**config.mk**
```make
export PLATFORM = sky130hd
export DESIGN_NAME = muldiv_ctrl_flat
export DESIGN_NICKNAME = d
export VERILOG_FILES = /design/src/rtl/muldiv_if.sv /design/src/rtl/muldiv_ctrl.sv /design/src/flat_wrapper.sv
export SDC_FILE = /design/constraint.sdc
export NUM_CORES = 1
export LEC_CHECK = 0
export CORE_UTILIZATION = 58
export CTS_CLUSTER_SIZE = 28
export DETAILED_ROUTE_END_ITERATION = 8
export GPL_TIMING_DRIVEN = 0
export PLACE_DENSITY = 0.82
export SYNTH_ARGS = -nofsm -noshare
export SYNTH_HDL_FRONTEND = slang
export SYNTH_SLANG_ARGS = --single-unit
```
**constraint.sdc**
```tcl
create_clock -name clk -period 6 [get_ports clk]
set_clock_uncertainty 0.15 [all_clocks]
set_input_delay 1.8 -clock clk [delete_from_list [all_inputs] [get_ports clk]]
set_output_delay 1.8 -clock clk [all_outputs]
set_load 0.05 [all_outputs]
```
**src/rtl/muldiv_if.sv**
```systemverilog
// muldiv_if: handshake, operand and HI/LO bus between the EX stage and the mul/div unit
interface muldiv_if #(parameter int WIDTH = 32);
  logic             start;
  logic [1:0]       op;
  logic [WIDTH-1:0] num1;
  logic [WIDTH-1:0] num2;
  logic             cancel;
  logic             mthi_we;
  logic             mtlo_we;
  logic [WIDTH-1:0] mt_data;
  logic [WIDTH-1:0] hi;
  logic [WIDTH-1:0] lo;
  logic             busy;
  logic             stall;
  logic             done;
  modport master (output start, op, num1, num2, cancel, mthi_we, mtlo_we, mt_data,
                  input hi, lo, busy, stall, done);
  modport slave (input start, op, num1, num2, cancel, mthi_we, mtlo_we, mt_data,
                 output hi, lo, busy, stall, done);
endinterface

```
**src/rtl/muldiv_ctrl.sv**
```systemverilog
// muldiv_ctrl: multi-cycle shift-add multiplier / restoring divider owning HI/LO
module muldiv_ctrl #(
  parameter int WIDTH = 32,
  parameter int CNT_W = 5
) (
  input logic     clk,
  input logic     resetn,
  muldiv_if.slave bus
);
  localparam logic [1:0] IDLE = 2'd0, RUN = 2'd1, FIX = 2'd2;
  logic [1:0]         state;
  logic [CNT_W-1:0]   cnt;
  logic [WIDTH-1:0]   m;
  logic [2*WIDTH-1:0] acc;
  logic               div_q, dz_q, neg_q, neg_r;
  logic [WIDTH-1:0]   hi_q, lo_q;
  logic               busy_q, done_q;
  logic               sign1, sign2, go, last, ge;
  logic [WIDTH-1:0]   abs1, abs2, rem_sub, quo, rem, res_hi, res_lo;
  logic [WIDTH:0]     sum;
  logic [2*WIDTH-1:0] acc_nx, prod;
  // operand magnitudes, one iteration of either algorithm, and sign-corrected results
  always_comb begin
    sign1 = !bus.op[0] & bus.num1[WIDTH-1];
    sign2 = !bus.op[0] & bus.num2[WIDTH-1];
    abs1 = sign1 ? -bus.num1 : bus.num1;
    abs2 = sign2 ? -bus.num2 : bus.num2;
    go = bus.start & (state == IDLE) & !bus.cancel;
    last = cnt == CNT_W'(WIDTH - 1);
    sum = {1'b0, acc[2*WIDTH-1:WIDTH]} + (acc[0] ? {1'b0, m} : '0);
    ge = {1'b0, acc[2*WIDTH-1:WIDTH-1]} >= {1'b0, m};
    rem_sub = acc[2*WIDTH-2:WIDTH-1] - m;
    acc_nx = div_q ? (ge ? {rem_sub, acc[WIDTH-2:0], 1'b1} : {acc[2*WIDTH-2:0], 1'b0})
                   : {sum, acc[WIDTH-1:1]};
    prod = neg_q ? -acc : acc;
    quo = neg_q ? -acc[WIDTH-1:0] : acc[WIDTH-1:0];
    rem = neg_r ? -acc[2*WIDTH-1:WIDTH] : acc[2*WIDTH-1:WIDTH];
    res_hi = div_q ? rem : prod[2*WIDTH-1:WIDTH];
    res_lo = div_q ? (dz_q ? '1 : quo) : prod[WIDTH-1:0];
  end
  // control FSM: IDLE -> RUN (WIDTH iterations) -> FIX -> IDLE, cancel aborts
  always_ff @(posedge clk or negedge resetn) begin
    if (!resetn) begin
      state <= IDLE;
      cnt <= '0;
      busy_q <= 1'b0;
      done_q <= 1'b0;
    end else begin
      done_q <= (state == FIX) & !bus.cancel;
      if (state == IDLE) begin
        state <= go ? RUN : IDLE;
        busy_q <= go;
        cnt <= '0;
      end else if (bus.cancel || state == FIX) begin
        state <= IDLE;
        busy_q <= 1'b0;
      end else begin
        state <= last ? FIX : RUN;
        cnt <= cnt + 1'b1;
      end
    end
  end
  // datapath: capture magnitudes and signs at start, iterate in RUN
  always_ff @(posedge clk or negedge resetn) begin
    if (!resetn) begin
      m <= '0;
      acc <= '0;
      div_q <= 1'b0;
      dz_q <= 1'b0;
      neg_q <= 1'b0;
      neg_r <= 1'b0;
    end else if (go) begin
      m <= bus.op[1] ? abs2 : abs1;
      acc <= {{WIDTH{1'b0}}, bus.op[1] ? abs1 : abs2};
      div_q <= bus.op[1];
      dz_q <= bus.op[1] & (bus.num2 == '0);
      neg_q <= sign1 ^ sign2;
      neg_r <= sign1;
    end else if (state == RUN) begin
      acc <= acc_nx;
    end
  end
  // HI/LO: operation result at FIX, MTHI/MTLO only while idle
  always_ff @(posedge clk or negedge resetn) begin
    if (!resetn) begin
      hi_q <= '0;
      lo_q <= '0;
    end else if (state == FIX && !bus.cancel) begin
      hi_q <= res_hi;
      lo_q <= res_lo;
    end else if (state == IDLE) begin
      if (bus.mthi_we) hi_q <= bus.mt_data;
      if (bus.mtlo_we) lo_q <= bus.mt_data;
    end
  end
  assign bus.stall = go | (state == RUN) | ((state == FIX) & !bus.cancel);
  assign bus.hi = hi_q;
  assign bus.lo = lo_q;
  assign bus.busy = busy_q;
  assign bus.done = done_q;
endmodule
```
**src/flat_wrapper.sv**
```systemverilog
// flat-port wrapper written by rule: the top's interface ports become plain ports
module muldiv_ctrl_flat 
#(
  parameter int WIDTH = 32,
  parameter int CNT_W = 5
)
  (clk, resetn, bus_start, bus_op, bus_num1, bus_num2, bus_cancel, bus_mthi_we, bus_mtlo_we, bus_mt_data, bus_hi, bus_lo, bus_busy, bus_stall, bus_done);
  muldiv_if #(.WIDTH(WIDTH)) bus_i ();
  input logic clk;
  input logic resetn;
  input wire logic [$bits(bus_i.start)-1:0] bus_start;
  input wire logic [$bits(bus_i.op)-1:0] bus_op;
  input wire logic [$bits(bus_i.num1)-1:0] bus_num1;
  input wire logic [$bits(bus_i.num2)-1:0] bus_num2;
  input wire logic [$bits(bus_i.cancel)-1:0] bus_cancel;
  input wire logic [$bits(bus_i.mthi_we)-1:0] bus_mthi_we;
  input wire logic [$bits(bus_i.mtlo_we)-1:0] bus_mtlo_we;
  input wire logic [$bits(bus_i.mt_data)-1:0] bus_mt_data;
  output wire logic [$bits(bus_i.hi)-1:0] bus_hi;
  output wire logic [$bits(bus_i.lo)-1:0] bus_lo;
  output wire logic [$bits(bus_i.busy)-1:0] bus_busy;
  output wire logic [$bits(bus_i.stall)-1:0] bus_stall;
  output wire logic [$bits(bus_i.done)-1:0] bus_done;
  assign bus_i.start = bus_start;
  assign bus_i.op = bus_op;
  assign bus_i.num1 = bus_num1;
  assign bus_i.num2 = bus_num2;
  assign bus_i.cancel = bus_cancel;
  assign bus_i.mthi_we = bus_mthi_we;
  assign bus_i.mtlo_we = bus_mtlo_we;
  assign bus_i.mt_data = bus_mt_data;
  assign bus_hi = bus_i.hi;
  assign bus_lo = bus_i.lo;
  assign bus_busy = bus_i.busy;
  assign bus_stall = bus_i.stall;
  assign bus_done = bus_i.done;
  muldiv_ctrl #(.WIDTH(WIDTH), .CNT_W(CNT_W)) u_core (.clk(clk), .resetn(resetn), .bus(bus_i));
endmodule
```
# Yosys cells after proc, flatten, opt, wreduce, memory -nomap -nowiden
# Index checks and enable logic that the tools add are counted.
# Widths: inputs -> output; s select.
# totals
ff_bits	173
input_bits	104
# classes
add_sub_neg	8
n_bitwise	9
eq_ne	4
magnitude_cmp	1
muxes	29
reduce_logical	13
# op_table
operator	count
$mux 32	16
$mux 64	5
$neg 32->32	4
$neg 64->64	1
$add 32x33->33	1
$ge 33x32->1	1
$logic_not 32->1	1
$sub 32x32->32	1
$mux 5	2
$reduce_bool 2->1	5
$and 1x1->1	6
$mux 2	3
$add 5x1->5 const B	1
$eq 5x5->1 const B	1
$reduce_and 2->1	2
$mux 1	3
$eq 2x1->1 const B	1
$eq 2x2->1 const B	1
$logic_not 1->1	2
$logic_not 2->1	1
$ne 2x1->1 const B	1
$or 1x1->1	2
$logic_and 1x1->1	1
$logic_or 1x1->1	1
$xor 1x1->1	1

# Longest topological paths before layout
# logic_depth
ltp_word	5
ltp_mapped	14

# Worst setup path before layout
# OpenSTA, ideal clock, no wires.
# synth_path
path_type	input port to output port
start	input bus_cancel
end	output bus_stall
path_buffers	2
path_stages	5
required_time_ns	4.050
path_slack_ns	0.314
t_arrival_ns	3.736
cell_sequence	clkbuf_1 nor4b_1 nor2_1 clkbuf_1 nand2_1
# synth_between
elab_chain_cells	4
elab_cells_between_ends	5
classes_between	bitwise (4); reduce/logical (1)
# synth_rtl
item	line_no	source
start: declaration	flat_wrapper.sv:15	input wire logic [$bits(bus_i.cancel)-1:0] bus_cancel;
$logic_not 1->1 *	muldiv_ctrl.sv:28, muldiv_ctrl.sv:96	
$and 1x1->1	muldiv_ctrl.sv:28	go = bus.start & (state == IDLE) & !bus.cancel;
$or 1x1->1	muldiv_ctrl.sv:96	assign bus.stall = go | (state == RUN) | ((state == FIX) & !bus.cancel);
$or 1x1->1 *	muldiv_ctrl.sv:96	
end: declaration	flat_wrapper.sv:22	output wire logic [$bits(bus_i.stall)-1:0] bus_stall;
# Every way passes the cells marked *; elsewhere a longest branch is shown, timed or not.

# Final worst setup path
# layout_path
start	input bus_start
end	output bus_stall
# layout_between
elab_chain_cells	4
# layout_rtl
item	line_no	source
start: declaration	flat_wrapper.sv:11	input wire logic [$bits(bus_i.start)-1:0] bus_start;
$and 1x1->1 (2 in series)	muldiv_ctrl.sv:28	
$or 1x1->1 (2 in series)	muldiv_ctrl.sv:96	
# No other way between the ends.

==> parameters.txt <==
Parameter                              Value

Yosys
  Main synth FF type ... dfrtp_1
  Flop and latch count out of synthesis ... 173
  Async S/R FF share, synth ... 1.00
  Area share of the largest cell type after synthesis ... 0.288
  Number of cells produced by synthesis ... 1,878
  Dominant cells by area after synthesis ... dfrtp_1, nand2_1, ha_1, o21ai_0, xor2_1
  Top-count cell post-synth ... nand2_1
  Most used standard cells in the synthesized netlist ... nand2_1, dfrtp_1, o21ai_0
  Count of cell types in the netlist ... 73
  Count of flip-flops with a built-in enable after synthesis ... 0
  Portion of the post-synthesis area used by sequential elements ... 0.288
  Largest area contributor in the synthesized netlist ... dfrtp_1
  Yosys synthesis warning count ... 0
  Synthesized cell area ... 15,000 um2
  Net Count, Synth ... between 2,000 and 2,500
  Mean post-synth cell area ... 8.00 um2

Drt
  DRT Pass-1 Iters ... 6
  Routed wire length ... between 50 and 60 mm
  Number of design-rule violations left by the first detailed-router iteration ... 1,943
  Drt wl/cell ... ~23 um
  Residual DRC ... 0
  ANT nets after route ... 0
  Routed vias/inst ... 6.60
  Via count ... 15,912

Worst setup path
  Largest incremental delay on the critical path ... between 0.4 and 0.5 ns
  Slowest cell on the critical path ... dlygate4sd2_1
  Worst setup startpoint ... bus_start
  CP Capture Type ... output pin
  Setup slack on the worst flop-to-flop path ... approximately 1.5 ns
  Kind of start point of the critical path ... primary input
  Reg-to-reg startpoint ... u_core.acc[36]
  Critical Path, Cell by Cell ... clkdlybuf4s50_1, nor4b_2, buf_4, nor2_4, clkbuf_2, nand2_1, dlygate4sd2_1
  CP required ... 4.05 ns
  Highest fanout seen on the critical path ... 10
  CP delay by family, top ... buffers and inverters
  Worst EP arrival ... 3.96 ns
  Worst R2R Path Depth ... 11
  R2R Path End ... u_core.acc[50]
  Count of buffer and inverter cells on the critical path ... 4
  Worst Setup Path Type ... primary input to output pin

Clocking
  Source-to-sink clock delay at the later pin of the worst-skew pair ... 0.45 ns
  Clk sinks ... 173
  CTS root buffer ... clkbuf_16
  Inserted Clock Buffers ... 17
  Buffers from clock root to sink, at most ... 2
  Setup Buffers After CTS ... 0
  H-tree level count ... 4
  TritonCTS clock tree ... yes
  Clock-pin slew on the worst setup and hold paths ... 0.08 ns

Timing
  Unrepaired setup endpoints after global routing ... false
  Minimum clock period after layout ... 5.91 ns
  Worst Tran Pin Value ... 1.04 ns
  Final Slew Violations ... 0
  Number of hold violations in the final report ... 0
  Highest clock rate ... 169 MHz
  Final setup margin ... between 0.08 and 0.09 ns
  Max-slew headroom ... 0.306
  Final count of negative-setup-slack endpoints ... 0
  Final total negative setup slack ... 0 ns
  Ratio of final minimum period to clock period ... 0.985

Die
  Rows ... 58
  Height of the die ... 163 um
  Core footprint ... 25,300 um2
  Horizontal die dimension ... 163 um
  Starting density of the core ... 0.595
  Die ar. ... 26,500 um2
  Number of primary I/O pins ... 171

Power and ir drop
  Max VDD drop ... 423 uV
  Total power per unit cell area ... 454 nW/um2
  Leakage Power ... between 0.007 and 0.008 uW
  Overall power of the completed layout ... 8070 uW

GRT
  Maximum number of pins on one net before global-route repair ... 88
  GRT Resource Usage Total ... 0.418
  Vias in the first global route ... 14,658
  Initial antenna violation count ... 1
  Total grt overflow ... 0
  First-pass GRT wire length ... between 80 and 90 mm

Final layout
  Final Instance Area ... 17,800 um2
  Final net count ... approximately 2,200
  Layout cell share with drive strength beyond 1 ... 0.0337
  Number of inserted diodes ... 0
  Area of the multi-input gates ... 9950 um2
  Syn-to-layout area delta ... 18.5%
  Number of filler cells placed in the layout ... 2,086
  Flip-flop and latch area ... between 4000 and 5000 um2

Placed design
  Placed cell areas ... 17,200 um2
  IO Port Bufs ... 168
  DP Worst Slack ... -0.822 ns
  Detailed-placement wirelength estimate ... 43.2 mm
  Routability cong. ... around 1.0

Worst hold path
  Worst hold stages ... 2
  Hold-critical path endpoint ... u_core.m[9]
  Tightest Hold Check Type ... flop to flop
  Launch instance of the worst min-delay path ... u_core.m[9]

Run
  Maximum Capacitance Violations ... 0

Status
  Run status ... complete, no violations
tightest hold or removal path, cell delays in order, from the launching register on:
cell and delay [ns]:
dfrtp_1 0.36, nand2_1 0.05, o21ai_0 0.06
layer usage:
| metal | global-route usage | up-vias | wire [um] |
|---|---|---|---|
| met4 | 0.207 | 0 | 2720 |
| met5 | 0 | - | 0 |
| met2 | 0.653 | 1015 | 24500 |
| met3 | 0.0642 | 160 | 5460 |
| met1 | 0.564 | 7515 | 22500 |
| li1 | - | 7222 | - |
sequential cells by signal (all words and copies together) (netlist names):
name	count
u_core.acc	64
u_core.bus.hi	32
u_core.bus.lo	32
u_core.m	32
u_core.cnt	5
u_core.state	2
u_core.bus.busy	1
u_core.bus.done	1
u_core.div_q	1
u_core.dz_q	1
u_core.neg_q	1
u_core.neg_r	1
layout by cell type (no fill, tap or decap), types with 23 or more instances in the layout:
cell type          n
nand2_1          243
dfrtp_1          173
o21ai_0          172
clkdlybuf4s50_1  166
a21oi_1          146
clkbuf_1         114
nor2_1           113
xor2_1            96
mux2i_1           82
xnor2_1           78
ha_1              70
inv_1             67
o211ai_1          47
nand3_1           36
a21o_1            35
o31ai_1           30
or3_1             25
nor3_1            24
a32oi_1           24
o221ai_1          23
logic make-up (layout without fill, tap and decap cells):
group,Yosys count,after routing,synth area share
AOI/OAI and AO/OA,605,605,0.259
and+or+nand+nor,571,571,0.181
buffers and inverters,195,397,0.0497
xor gates and xnor gates,174,174,0.101
DFF,173,173,0.288
muxes,88,88,0.0592
adders and majority gates,72,72,0.0610
stage by stage:
step                      hold WS (ns)   util  cells
final                            0.342  0.704   2410
after floorplan                  0.299      -   1878
after global placement           0.313  0.678   2376
after global routing             0.371  0.704   2410
after CTS                        0.338  0.704   2410
after detailed placement         0.320  0.679   2378
timing repair:
action,4_1_cts,5_1_grt
hold buffers,0,0
endpoints found under the hold margin,0,0
endpoints found under the setup margin,1,0
gates resized for setup,4,0
report_power, final:
part           switching, uW  internal (uW)
Clock                    612            581
Sequential               541           1460
Combinational           3030           1840
Total                   4190           3880
area by class of cell:
type,count,share of cell area
Tap cell,330,0.0232
Clock buffer,17,0.0239
Multi-Input combinational cell,1510,0.560
Inverter,67,0.0141
Buffer,128,0.0279
Timing Repair Buffer,170,0.0967
Clock inverter,15,0.0113
Sequential cell,173,0.243
worst max path at each step:
stage                   end  depth (start not counted)  slack [ns]
6_report          bus_stall                          7        0.09
5_1_grt           bus_stall                          7        0.07
4_1_cts           bus_stall                          7        0.15
3_5_place_dp      bus_stall                          7       -0.82
3_3_place_gp   u_core.m[10]                          1       -4.23
2_1_floorplan     bus_stall                          5        0.31
Power figures use the tool's default switching activity.
